### src/rtl/mux_scan_pkg.sv
// Shared encodings for the 4:1 MUX scan sequencer: FSM states, channel
// codes and the default settle interval.
package mux_scan_pkg;

    typedef enum logic [1:0] {
        IDLE = 2'd0,
        SCAN = 2'd1,
        DONE = 2'd2
    } state_e;

    localparam logic [1:0] CH_A = 2'd0;
    localparam logic [1:0] CH_B = 2'd1;
    localparam logic [1:0] CH_C = 2'd2;
    localparam logic [1:0] CH_D = 2'd3;

    localparam int DEFAULT_SETTLE = 2;

    function automatic logic [1:0] next_chan(input logic [1:0] chan);
        case (chan)
            CH_A:    return CH_B;
            CH_B:    return CH_C;
            CH_C:    return CH_D;
            default: return CH_A;
        endcase
    endfunction

endpackage

### src/rtl/scan_dwell_cnt.sv
// Per-channel window counter: captures W = max(dwell, SETTLE+1) on load and
// flags the cycle where the running count reaches W.
module scan_dwell_cnt
    import mux_scan_pkg::*;
#(
    parameter int DWELL_W = 8,
    parameter int SETTLE  = DEFAULT_SETTLE
) (
    input  logic               clk,
    input  logic               rst_n,
    input  logic               load_w,
    input  logic               restart,
    input  logic               en,
    input  logic [DWELL_W-1:0] dwell,
    output logic               tc
);

    // Wide enough for both the widest dwell and SETTLE+1, so W never wraps.
    localparam int CW = (DWELL_W + 1 > $clog2(SETTLE + 2)) ? DWELL_W + 1 : $clog2(SETTLE + 2);
    localparam logic [CW-1:0] MIN_W = CW'(SETTLE + 1);

    logic [CW-1:0] dwell_ext;
    logic [CW-1:0] win_q, win_d;
    logic [CW-1:0] cnt_q, cnt_d;

    always_comb begin
        dwell_ext = CW'(dwell);
        win_d     = win_q;
        cnt_d     = cnt_q;
        if (load_w) begin
            win_d = (dwell_ext > MIN_W) ? dwell_ext : MIN_W;
        end
        if (restart) begin
            cnt_d = CW'(1);
        end else if (en) begin
            cnt_d = cnt_q + CW'(1);
        end
    end

    always_ff @(posedge clk or negedge rst_n) begin
        if (!rst_n) begin
            win_q <= '0;
            cnt_q <= '0;
        end else begin
            win_q <= win_d;
            cnt_q <= cnt_d;
        end
    end

    assign tc = (cnt_q == win_q);

endmodule

### src/rtl/mux_scan_ctrl.sv
// Sequencer for a 4:1 MUX: steps the selects through A..D, samples O at the
// end of each window and publishes the 4-bit sweep result with done/valid.
module mux_scan_ctrl
    import mux_scan_pkg::*;
#(
    parameter int DWELL_W = 8,
    parameter int SETTLE  = DEFAULT_SETTLE
) (
    input  logic               clk,
    input  logic               rst_n,
    input  logic               start,
    input  logic               stop,
    input  logic               mode_cont,
    input  logic [DWELL_W-1:0] dwell,
    input  logic               O,
    output logic               S0,
    output logic               S1,
    output logic               busy,
    output logic               done,
    output logic [3:0]         result,
    output logic               valid
);

    state_e     state_q, state_d;
    logic [1:0] chan_q, chan_d;
    logic [1:0] sel_q, sel_d;
    logic [3:0] shadow_q, shadow_d;
    logic [3:0] result_q, result_d;
    logic       busy_q, busy_d;
    logic       done_q, done_d;
    logic       valid_q, valid_d;
    logic       mode_q, mode_d;
    logic       stop_seen_q, stop_seen_d;

    logic       cnt_load;
    logic       cnt_restart;
    logic       cnt_en;
    logic       cnt_tc;

    scan_dwell_cnt #(
        .DWELL_W (DWELL_W),
        .SETTLE  (SETTLE)
    ) u_dwell_cnt (
        .clk     (clk),
        .rst_n   (rst_n),
        .load_w  (cnt_load),
        .restart (cnt_restart),
        .en      (cnt_en),
        .dwell   (dwell),
        .tc      (cnt_tc)
    );

    always_comb begin
        state_d     = state_q;
        chan_d      = chan_q;
        sel_d       = sel_q;
        shadow_d    = shadow_q;
        result_d    = result_q;
        busy_d      = busy_q;
        done_d      = 1'b0;
        valid_d     = valid_q;
        mode_d      = mode_q;
        stop_seen_d = stop_seen_q;
        cnt_load    = 1'b0;
        cnt_restart = 1'b0;
        cnt_en      = 1'b0;

        if (busy_q && stop) begin
            stop_seen_d = 1'b1;
        end

        case (state_q)
            IDLE: begin
                if (start) begin
                    mode_d      = mode_cont;
                    stop_seen_d = 1'b0;
                    chan_d      = CH_A;
                    sel_d       = CH_A;
                    busy_d      = 1'b1;
                    valid_d     = 1'b0;
                    cnt_load    = 1'b1;
                    cnt_restart = 1'b1;
                    state_d     = SCAN;
                end
            end
            SCAN: begin
                cnt_en = 1'b1;
                if (cnt_tc) begin
                    shadow_d[chan_q] = O;
                    cnt_restart      = 1'b1;
                    if (chan_q == CH_D) begin
                        state_d = DONE;
                    end else begin
                        chan_d = next_chan(chan_q);
                        sel_d  = next_chan(chan_q);
                    end
                end
            end
            DONE: begin
                result_d = shadow_q;
                valid_d  = 1'b1;
                done_d   = 1'b1;
                // A stop arriving in this very cycle still ends the run.
                if (mode_q && !(stop_seen_q || stop)) begin
                    chan_d      = CH_A;
                    sel_d       = CH_A;
                    cnt_restart = 1'b1;
                    state_d     = SCAN;
                end else begin
                    busy_d      = 1'b0;
                    stop_seen_d = 1'b0;
                    state_d     = IDLE;
                end
            end
            default: begin
                state_d = IDLE;
            end
        endcase
    end

    always_ff @(posedge clk or negedge rst_n) begin
        if (!rst_n) begin
            state_q     <= IDLE;
            chan_q      <= CH_A;
            sel_q       <= CH_A;
            shadow_q    <= 4'b0000;
            result_q    <= 4'b0000;
            busy_q      <= 1'b0;
            done_q      <= 1'b0;
            valid_q     <= 1'b0;
            mode_q      <= 1'b0;
            stop_seen_q <= 1'b0;
        end else begin
            state_q     <= state_d;
            chan_q      <= chan_d;
            sel_q       <= sel_d;
            shadow_q    <= shadow_d;
            result_q    <= result_d;
            busy_q      <= busy_d;
            done_q      <= done_d;
            valid_q     <= valid_d;
            mode_q      <= mode_d;
            stop_seen_q <= stop_seen_d;
        end
    end

    assign S0     = sel_q[0];
    assign S1     = sel_q[1];
    assign busy   = busy_q;
    assign done   = done_q;
    assign result = result_q;
    assign valid  = valid_q;

endmodule

### config.mk
export PLATFORM = sky130hd
export DESIGN_NAME = mux_scan_ctrl
export DESIGN_NICKNAME = d
export VERILOG_FILES = /design/src/rtl/mux_scan_pkg.sv /design/src/rtl/scan_dwell_cnt.sv /design/src/rtl/mux_scan_ctrl.sv
export SDC_FILE = /design/constraint.sdc
export NUM_CORES = 1
export LEC_CHECK = 0
export BUFFER_PORTS_ARGS = -buffer_cell sky130_fd_sc_hd__buf_4
export CAP_MARGIN = 20
export CORE_ASPECT_RATIO = 1.2
export CORE_MARGIN = 8
export CORE_UTILIZATION = 55
export DETAILED_ROUTE_END_ITERATION = 7
export GPL_ROUTABILITY_DRIVEN = 0
export PLACE_DENSITY = 0.77
export REMOVE_ABC_BUFFERS = 1
export SYNTH_ARGS = -nofsm -noshare
export SYNTH_HDL_FRONTEND = slang
export SYNTH_SLANG_ARGS = --single-unit
### constraint.sdc
create_clock -name clk -period 5.5 [get_ports clk]
set_clock_uncertainty 0.1 [all_clocks]
set_input_delay 0.825 -clock clk [delete_from_list [all_inputs] [get_ports clk]]
set_output_delay 0.825 -clock clk [all_outputs]
set_load 0.01 [all_outputs]
; Yosys cells after proc, flatten, opt, wreduce, memory -nomap -nowiden
; Cells that the tools add are included.
[word_totals]
regBits = 35
wordCells = 76
input_bits = 14
out_inout_bits = 9
[classes]
muxes = 33
n_reduce_logical = 16
n_eq_ne = 12
add_sub_neg = 1
n_lt_le_gt_ge = 3
[op_table]
columns = operator, n
row1 = $mux W9, 2
row2 = $pmux W2 S3, 3
row3 = $mux W1, 14
row4 = $mux W2, 7
row5 = $ne A2 B2 Y1 const B, 6
row6 = $add A9 B1 Y9 const B, 1
row7 = $eq A9 B9 Y1, 1
row8 = $gt A8 B2 Y1 const B, 1
row9 = $mux W8, 1
row10 = $eq A2 B2 Y1 const B, 3
row11 = $pmux W1 S2, 3
row12 = $reduce_and A2 Y1, 3
row13 = $reduce_and A3 Y1, 2
row14 = $reduce_and A5 Y1, 1
row15 = $bwmux W4, 1
row16 = $eq A2 B1 Y1 const B, 2
row17 = $logic_not A2 Y1, 2
row18 = $reduce_bool A2 Y1, 2
row19 = $logic_and A1 B1 Y1, 3
row20 = $lt A2 B3 Y1 const B, 1
row21 = $pmux W1 S3, 1
row22 = $reduce_bool A3 Y1, 1
row23 = $demux W1 S2, 1
row24 = $ge A2 B1 Y1 const B, 1
row25 = other kinds (2), 2

; Longest topological paths before layout
; Gate-level depths: netlist of run 1.
[depth]
depth_word = 6
ltp_mapped = 7
depth_no_buf = 6

; By module
; From an unflattened synthesis of run 1, not the netlist that was laid out.
[hier_totals]
cells_unflattened = 147
hier_area_um2 = 1614.0
[by_module_without_submodules]
columns = module, seq_area_each_um2, cells_per_inst, n_inst, area_per_inst_um2
row1 = scan_dwell_cnt, 425.4, 77, 1, 837.1
row2 = mux_scan_ctrl, 425.4, 70, 1, 777.0

; Worst setup path after synthesis of run 1
; OpenSTA, ideal clock, no wires.
[synth_path]
path_type = input-to-reg
from = input port start
to = register u_dwell_cnt.win_q[2]
required_time_ps = 5275
path_stages = 3
arrival_ps = 1784
setup_slack_ps = 3491
path_cell_list = nor3b_1 buf_2 mux2_2
[synth_via]
elab_chain_len = 2
[synth_lines]
columns = element, line_no
row1 = "start, declared", mux_scan_ctrl.sv:11  ; input logic start,
row2 = $mux W1, mux_scan_ctrl.sv:74  ; if (start) begin
row3 = $mux W1, mux_scan_ctrl.sv:72  ; case (state_q)
row4 = "end signal, assigned", scan_dwell_cnt.sv:45  ; win_q <= win_d;
row5 = "end, declared", scan_dwell_cnt.sv:23  ; logic [CW-1:0] win_q, win_d;
; No other way between the ends.
; A chain may end at the register's enable or synchronous reset.

; Final worst setup path of run 1
[layout_path]
from = register u_dwell_cnt.cnt_q[3]
to = register shadow_q[3]
[layout_via]
elab_chain_len = 2
[layout_lines]
columns = element, line_no
row1 = "start, declared", scan_dwell_cnt.sv:24  ; logic [CW-1:0] cnt_q, cnt_d;
row2 = "start signal, assigned", scan_dwell_cnt.sv:46  ; cnt_q <= cnt_d;
row3 = $eq A9 B9 Y1, scan_dwell_cnt.sv:50  ; assign tc = (cnt_q == win_q);
row4 = $reduce_and A2 Y1 (no line), -
row5 = "end signal, assigned", mux_scan_ctrl.sv:137  ; shadow_q <= shadow_d;
row6 = "end, declared", mux_scan_ctrl.sv:27  ; logic [3:0] shadow_q, shadow_d;
; No other way between the ends.

==> results.rst, run 1 <==
.. list-table::
   :header-rows: 1

   * - Metric
     - Value
   * - Avg WL per Cell
     - 15.1 µm
   * - Number of antenna-violating nets in the routed design
     - 0
   * - Overall via count from detail_route
     - between 1,000 and 1,500
   * - Power density over cell area
     - 460 nW/µm²
   * - Share of synthesized flip-flops with an asynchronous set or reset
     - 100%
   * - Max_cap viols
     - 0
   * - Antenna diode count
     - 0
   * - RSZ-0062 raised after global routing
     - no
   * - Hold crit path type
     - in2async
   * - Final Core Density
     - 64.2%
   * - Maximum clock frequency
     - approximately 0.42 GHz
   * - Initial drt markers
     - 38
   * - Residual DRC
     - 0
   * - Top cell type by total area after synthesis
     - sky130_fd_sc_hd__dfrtp_1
   * - Total negative slack for setup checks
     - 0 ns
   * - Worst Setup Slack, final
     - 3.11 ns
   * - Number of antenna violations at the first check in global routing
     - 0
   * - Total standard cell area after synthesis
     - between 1500 and 2000 µm²
   * - Part of the Yosys area used for sequential elements
     - 49.5%
   * - CP Launch Type
     - flip-flop
   * - Setup repair bufs after CTS
     - 0
   * - Pre-CTS setup slack
     - 3.15 ns
   * - Initial cell density of the core
     - a little under three fifths
   * - First-pass iteration count of the detailed router
     - 4
   * - DPL Wire Length
     - 2.38 mm
   * - Final cycle utilization of the critical path
     - 43.4%
   * - Number of instances in the synthesized netlist
     - 158
   * - Relative slew slack
     - 44.3%
   * - Max-slew violation total from the final report
     - 0
   * - Area contributors post-synth
     - sky130_fd_sc_hd__dfrtp_1 (49%), sky130_fd_sc_hd__mux2_2 (7.2%), sky130_fd_sc_hd__nor2_1 (4.4%), sky130_fd_sc_hd__xnor2_1 (4.1%), sky130_fd_sc_hd__ha_1 (3.6%)
   * - Endpoints failing hold
     - 0
   * - Via count of the first global-routing pass
     - 1,293
   * - Sum of internal, switching and leakage power
     - approximately 0.9 mW
   * - Net count, final
     - about 200
   * - Classification of the worst setup path
     - reg2reg
   * - Share of cells above drive strength 1
     - 24.4%
   * - Total global routing track utilization
     - 13.9%
   * - Vias per cell
     - 5.69
   * - Floorplan row count
     - 22
   * - Warnings from Yosys
     - 0
   * - Critical path arrival
     - 2.52 ns
   * - GRT Residual Overflow
     - 0
   * - Post-route cell area
     - 1940 µm²
   * - Die Outline Area
     - ~5200 µm²
   * - Final routed wirelength across all metal layers
     - 3.26 mm
   * - Clock tree from TritonCTS
     - yes
   * - Die Y-Extent
     - 77.3 µm
   * - Post-cts sizing count
     - 0
   * - Kind of end point of the critical path
     - flip-flop
   * - Maximum number of pins on one net before global-route repair
     - 35
   * - Critical Path Slowest Stage Cell
     - sky130_fd_sc_hd__nor4_4
   * - Worst Tran Pin Value
     - 0.833 ns
   * - Static power due to leakage
     - 0.895 nW
   * - Area overhead of the layout relative to synthesis
     - 13.0%
   * - Primary FF master, synth
     - sky130_fd_sc_hd__dfrtp_1
   * - Root Driver
     - sky130_fd_sc_hd__clkbuf_4
   * - Worst IR Drop VDD
     - 0.293 mV
   * - CP Cell Sequence
     - xnor2_1 -> nand4_1 -> nor4_4 -> and3_1 -> mux2_1
   * - First-pass GRT wire length
     - approximately 5.6 mm
   * - Area after DPL
     - 1880 µm²
   * - Worst-case clock buffer depth
     - 2
   * - Synthesis-stage register bit count
     - 34
   * - Distinct cell type count of the synthesized netlist
     - 38
   * - Run status
     - complete, no violations
   * - Setup Viol. Count Final
     - 0
   * - Clock transition time at the flip-flop clock pins of the worst setup and hold paths
     - 0.09 ns
   * - H-tree levels
     - 2
   * - Maximum fanout along the worst path
     - 13
   * - Clock sink total
     - 34
   * - Number of buffers inserted during clock tree synthesis
     - 5
   * - Die width
     - 67.1 µm
   * - Total I/O pin count
     - 23
   * - Slowest cell delay on critical path
     - 0.73 ns
   * - Count of flip-flops with a built-in enable after synthesis
     - 0
   * - Required time reported for the critical path endpoint
     - 5.63 ns
   * - Placeable Area
     - 3030 µm²
   * - Share of Yosys cell area claimed by the top area cell type
     - approximately half
   * - Hold bufs inserted after CTS
     - 0
   * - Post-route minimum period
     - 2.39 ns
   * - Fill count
     - 253
   * - Input/output buffers
     - 22
   * - Post-Syn Area per Cell
     - approximately 11 µm²
   * - Clock latency on the worst-skew pair
     - ~0.34 ns
metrics by stage:
step,hold slack [ns],cells
floorplan,0.352,149
global placement,0.371,208
detailed placement,0.368,208
CTS,0.311,216
global route,0.322,216
finish,0.307,216
final cells by class:
cell class | instances | area, µm² | share of cell area [%]
Clock buffer | 7 | 55.1 | 2.83
Clock inverter | 1 | 5.00 | 0.257
Inverter | 4 | 15.0 | 0.772
Multi-Input combinational cell | 111 | 801 | 41.2
Sequential cell | 34 | 851 | 43.8
Tap cell | 36 | 45.0 | 2.32
Timing Repair Buffer | 23 | 173 | 8.88
state kept, by name (all words and copies together), names as in the netlist, 2 cells and up:
| name | cells |
|---|---|
| result | 4 |
| sel_q | 2 |
| state_q | 2 |
| u_dwell_cnt.win_q | 8 |
| shadow_q | 4 |
| u_dwell_cnt.cnt_q | 9 |
cell families after synthesis:
logic type	after synthesis	synth area share, %
AO/OA/AOI/OAI	19	7.06
XOR/XNOR	12	6.11
adder cells (fa/ha/maj)	5	3.64
buffers and inverters	13	4.00
flip-flops	34	49.5
multiplexers	18	11.9
AND/OR/NAND/NOR	57	17.9
Yosys cell counts, types with 2 or more instances:
master,instances
sky130_fd_sc_hd__a21oi_1,6
sky130_fd_sc_hd__a311o_1,2
sky130_fd_sc_hd__and3_1,5
sky130_fd_sc_hd__buf_2,4
sky130_fd_sc_hd__buf_6,2
sky130_fd_sc_hd__clkbuf_1,3
sky130_fd_sc_hd__dfrtp_1,34
sky130_fd_sc_hd__ha_1,5
sky130_fd_sc_hd__inv_1,4
sky130_fd_sc_hd__mux2_1,4
sky130_fd_sc_hd__mux2_2,11
sky130_fd_sc_hd__mux2i_1,2
sky130_fd_sc_hd__nand2_1,7
sky130_fd_sc_hd__nand3_1,8
sky130_fd_sc_hd__nand4_1,3
sky130_fd_sc_hd__nor2_1,20
sky130_fd_sc_hd__nor2b_1,2
sky130_fd_sc_hd__nor3b_1,3
sky130_fd_sc_hd__o21ai_0,2
sky130_fd_sc_hd__o21ai_1,2
sky130_fd_sc_hd__o22ai_1,2
sky130_fd_sc_hd__xnor2_1,8
sky130_fd_sc_hd__xor2_1,4
critical path, delay by kind of cell, from the launching register on:
family,cells,cell delay [ns]
and+or+nand+nor,3,1.20
muxes,1,0.32
DFF,1,0.47
xor gates and xnor gates,1,0.19
routing by layer:
metal	track usage (%)	share of wire, %	vias up
met5	0	0	-
met4	6.29	1.8	0
met3	5.23	4.3	5
met2	22.0	51	20
met1	16.1	43	610
li1	-	-	593
report_power, final:
part / internal [mW] / switching (mW) / total [mW]
sequential: 0.337 / 0.0976 / 0.434
clock: 0.0618 / 0.0806 / 0.142
combinational: 0.169 / 0.150 / 0.318
total: 0.567 / 0.328 / 0.895
placed cells by master, fill, tap and decap left out, types with 4 or more instances in the layout:
| master | synthesis | final |
|---|---|---|
| sky130_fd_sc_hd__inv_1 | 4 | 4 |
| sky130_fd_sc_hd__dfrtp_1 | 34 | 34 |
| sky130_fd_sc_hd__clkbuf_4 | 0 | 5 |
| sky130_fd_sc_hd__xnor2_1 | 8 | 8 |
| sky130_fd_sc_hd__ha_1 | 5 | 5 |
| sky130_fd_sc_hd__xor2_1 | 4 | 4 |
| sky130_fd_sc_hd__nand3_1 | 8 | 8 |
| sky130_fd_sc_hd__and3_1 | 5 | 5 |
| sky130_fd_sc_hd__mux2_1 | 4 | 4 |
| sky130_fd_sc_hd__mux2_2 | 11 | 11 |
| sky130_fd_sc_hd__buf_4 | 0 | 23 |
| sky130_fd_sc_hd__a21oi_1 | 6 | 6 |
| sky130_fd_sc_hd__nor2_1 | 20 | 20 |
| sky130_fd_sc_hd__nand2_1 | 7 | 7 |
path summary, 6_finish.rpt:
| check | startpoint | cells past startpoint | to | slack, ns |
|---|---|---|---|---|
| max | u_dwell_cnt.cnt_q[3] | 5 | shadow_q[3] | 3.11 |
| min | rst_n | 1 | u_dwell_cnt.win_q[7] | 0.31 |
| max reg2reg | u_dwell_cnt.cnt_q[3] | 5 | shadow_q[3] | 3.11 |
| min reg2reg | shadow_q[3] | 1 | shadow_q[3] | 0.39 |
| max in group asynchronous | rst_n | 1 | sel_q[1] | 4.70 |
| min in group clk | shadow_q[3] | 1 | shadow_q[3] | 0.39 |
Power figures use the tool's default switching activity.
==> run 2: changes to the inputs <==
--- a/config.mk
+++ b/config.mk
@@ -9,10 +9,10 @@
 export CAP_MARGIN = 20
 export CORE_ASPECT_RATIO = 1.2
 export CORE_MARGIN = 8
-export CORE_UTILIZATION = 55
+export CORE_UTILIZATION = 51
 export DETAILED_ROUTE_END_ITERATION = 7
 export GPL_ROUTABILITY_DRIVEN = 0
-export PLACE_DENSITY = 0.77
+export PLACE_DENSITY = 0.75
 export REMOVE_ABC_BUFFERS = 1
 export SYNTH_ARGS = -nofsm -noshare
 export SYNTH_HDL_FRONTEND = slang
==> constraint.sdc (replaced) <==
create_clock -name clk -period 2 [get_ports clk]
set_clock_uncertainty 0.1 [all_clocks]
set_input_delay 0.3 -clock clk [delete_from_list [all_inputs] [get_ports clk]]
set_output_delay 0.3 -clock clk [all_outputs]
set_load 0.01 [all_outputs]
==> results.rst, run 2 (same netlist as run 1, synthesis figures left out) <==
.. list-table::
   :header-rows: 1

   * - Metric
     - Value
   * - Run status
     - complete, no violations
   * - Number of antenna violations at the first check in global routing
     - 0 (unchanged)
   * - Kind of end point of the critical path
     - flip-flop
   * - Final Core Density
     - 64.2% (about the same)
   * - Count of placed standard cells including taps
     - 218 (+4.8%)
   * - Net count, final
     - 212 (+7.1%)
   * - Final routed wirelength across all metal layers
     - 3.57 mm (+9.3%)
   * - Residual DRC
     - 0 (unchanged)
   * - Pre-CTS setup slack
     - 0.0670 ns (-3.08 ns)
   * - First-pass GRT wire length
     - 5.84 mm (+4.6%)
   * - Vias per cell
     - 5.45 (-4.1%)
   * - Share of cells above drive strength 1
     - 31.4% (+7.0 points)
   * - Via count of the first global-routing pass
     - 1,299 (+0.46%)
   * - Antenna diode count
     - 0 (unchanged)
   * - Post-route insts no fill
     - 231 (+6.9%)
   * - CP delay by family, top
     - simple AND/OR/NAND/NOR gates
   * - Root Driver
     - sky130_fd_sc_hd__clkbuf_8
   * - Power density over cell area
     - 1310 nW/µm² (+190%)
   * - Initial cell density of the core
     - 52.4% (-4.4 points)
   * - Register name with the most flops
     - u_dwell_cnt.cnt_q
   * - Top cell by count, worst path
     - sky130_fd_sc_hd__nand3_1
   * - Top flop regs
     - u_dwell_cnt.cnt_q x9, u_dwell_cnt.win_q x8
   * - Critical Path Slowest Stage Cell
     - sky130_fd_sc_hd__dfrtp_1
   * - Total global routing track utilization
     - 13.1% (-0.80 points)
   * - Classification of the worst setup path
     - reg2reg
   * - Static power due to leakage
     - 0.985 nW (+10%)
   * - Overall via count from detail_route
     - 1,260 (+2.6%)
   * - Die Outline Area
     - 5500 µm² (+6.1%)
   * - Avg WL per Cell
     - 15.4 µm (+2.2%)
   * - Worst Tran Pin Value
     - 0.418 ns (-0.415 ns)
   * - Setup Viol. Count Final
     - 0 (unchanged)
   * - Total I/O pin count
     - 23 (unchanged)
   * - Maximum number of pins on one net before global-route repair
     - 35 (unchanged)
   * - Max_cap viols
     - 0 (unchanged)
   * - Initial drt markers
     - 44 (+16%)
   * - Met1 global-route usage
     - 13.3% (-2.8 points)
   * - Area overhead of the layout relative to synthesis
     - 22.4%
   * - Die width
     - 69.0 µm (+2.9%)
   * - Global-route met2 utilization
     - 22.7% (+0.76 points)
   * - Post-route minimum period
     - 1.89 ns (-0.499 ns)
   * - Clock tree from TritonCTS
     - yes
   * - Worst-case clock buffer depth
     - 2 (unchanged)
   * - Number of antenna-violating nets in the routed design
     - 0 (unchanged)
   * - Number of buffers inserted during clock tree synthesis
     - 5 (unchanged)
   * - Clock transition time at the flip-flop clock pins of the worst setup and hold paths
     - 0.07 ns (-0.02 ns)
   * - Slowest cell delay on critical path
     - 0.44 ns (-0.29 ns)
   * - CP Launch Type
     - flip-flop
   * - Required time reported for the critical path endpoint
     - 2.07 ns (-3.56 ns)
   * - Fill count
     - 267 (+5.5%)
   * - Maximum clock frequency
     - 0.529 GHz (+26%)
   * - Max-slew violation total from the final report
     - 0 (unchanged)
   * - Relative slew slack
     - 72.1% (+28 points)
   * - Clock sink total
     - 34 (unchanged)
   * - Global routing usage on met3
     - 5.35% (+0.12 points)
   * - Routing layer with the top usage in global route
     - met2
   * - Placeable Area
     - 3280 µm² (+8.3%)
   * - Worst Setup Slack, final
     - 0.111 ns (-3.00 ns)
   * - DPL Wire Length
     - 2.66 mm (+12%)
   * - Total negative slack for setup checks
     - 0 ns (unchanged)
   * - GRT Residual Overflow
     - 0 (unchanged)
   * - Endpoints failing hold
     - 0 (unchanged)
   * - Input/output buffers
     - 22 (unchanged)
   * - CP Cell Sequence
     - xnor2_1 -> nand3_1 -> nor4_4 -> buf_6 -> nand3_1 -> mux2_1
   * - Most common cell after layout, fill and taps aside
     - sky130_fd_sc_hd__buf_4
   * - Clock latency on the worst-skew pair
     - 0.29 ns (-0.05 ns)
   * - Die Y-Extent
     - 79.6 µm (+3.1%)
   * - Worst IR Drop VDD
     - 0.884 mV (+200%)
   * - Final cycle utilization of the critical path
     - 94.5% (+51 points)
   * - First-pass iteration count of the detailed router
     - 4 (unchanged)
   * - Critical path buffer and inverter count
     - 1 (+1)
   * - Hold crit path type
     - in2reg
   * - Sum of internal, switching and leakage power
     - 2.76 mW (+210%)
   * - Maximum fanout along the worst path
     - 6 (-7)
   * - Floorplan row count
     - 23 (+4.5%)
   * - H-tree levels
     - 2 (unchanged)
   * - Critical path arrival
     - 1.96 ns (-0.56 ns)
   * - Commonest cells after routing, fill and taps aside
     - sky130_fd_sc_hd__buf_4 (34), sky130_fd_sc_hd__dfrtp_1 (33), sky130_fd_sc_hd__nor2_1 (20)
   * - Max reg flops
     - 9 (unchanged)
-- run 2: cell count changes in the layout (fill, tap and decap cells not counted), sizes merged --
cell / before / now
clkbuf: 7 / 6
buf: 23 / 36
clkinvlp: 0 / 1
dlygate4sd3: 0 / 1
-- run 2: worst reg2reg max path, cell delays in order, from the launching register on --
cell	delay, ns
sky130_fd_sc_hd__dfrtp_1	0.44
sky130_fd_sc_hd__xnor2_1	0.16
sky130_fd_sc_hd__nand3_1	0.13
sky130_fd_sc_hd__nor4_4	0.36
sky130_fd_sc_hd__buf_6	0.18
sky130_fd_sc_hd__nand3_1	0.08
sky130_fd_sc_hd__mux2_1	0.32
-- run 2: final timing paths --
kind / slack, ns / start / depth (start not counted) / to
worst max-delay path: 0.11 / u_dwell_cnt.cnt_q[4] / 6 / shadow_q[1]
worst min-delay path: 0.15 / dwell[7] / 2 / u_dwell_cnt.win_q[7]
worst max register to register: 0.11 / u_dwell_cnt.cnt_q[4] / 6 / shadow_q[1]
worst min register to register: 0.40 / shadow_q[3] / 1 / shadow_q[3]
max in group asynchronous: 1.10 / rst_n / 2 / u_dwell_cnt.cnt_q[1]
min in group asynchronous: 0.38 / rst_n / 2 / u_dwell_cnt.win_q[4]
-- run 2: routing by layer --
metal | up-vias | part of all wire (%)
met5 | - | 0
met4 | 0 | 1.5
met3 | 4 | 4.6
met2 | 17 | 53
met1 | 623 | 41
li1 | 616 | -
-- run 2: final cells by class --
type / count / area [µm²] / share of cell area, %
Sequential cell: 34 / 852 / 40.5
Multi-Input combinational cell: 111 / 816 / 38.7
Timing Repair Buffer: 37 / 282 / 13.4
Clock buffer: 6 / 82.6 / 3.92
Tap cell: 37 / 46.3 / 2.20
Inverter: 4 / 15.0 / 0.713
Clock inverter: 2 / 12.5 / 0.594
-- run 2: power by group --
group          internal [mW]  switching, mW  leakage [nW]
clock                  0.277          0.260        0.0472
combinational          0.583          0.485         0.526
sequential             0.930          0.229         0.412
total                   1.79          0.973         0.985
-- run 2: per-stage QoR --
step                hold WS [ns]  instance area, µm²
global placement           0.164                1950
floorplan                -0.0956                1670
CTS                        0.139                2060
detailed placement         0.170                1950
finish                     0.146                2110
global route               0.136                2110
-- run 2: what timing repair did --
action / 4_1_cts / 5_1_grt
hold endpoints to repair: 34 / 0
setup endpoints to repair: 0 / 9
hold buffers: 1 / 0
setup buffers: 0 / 3
gates resized for setup: 0 / 4
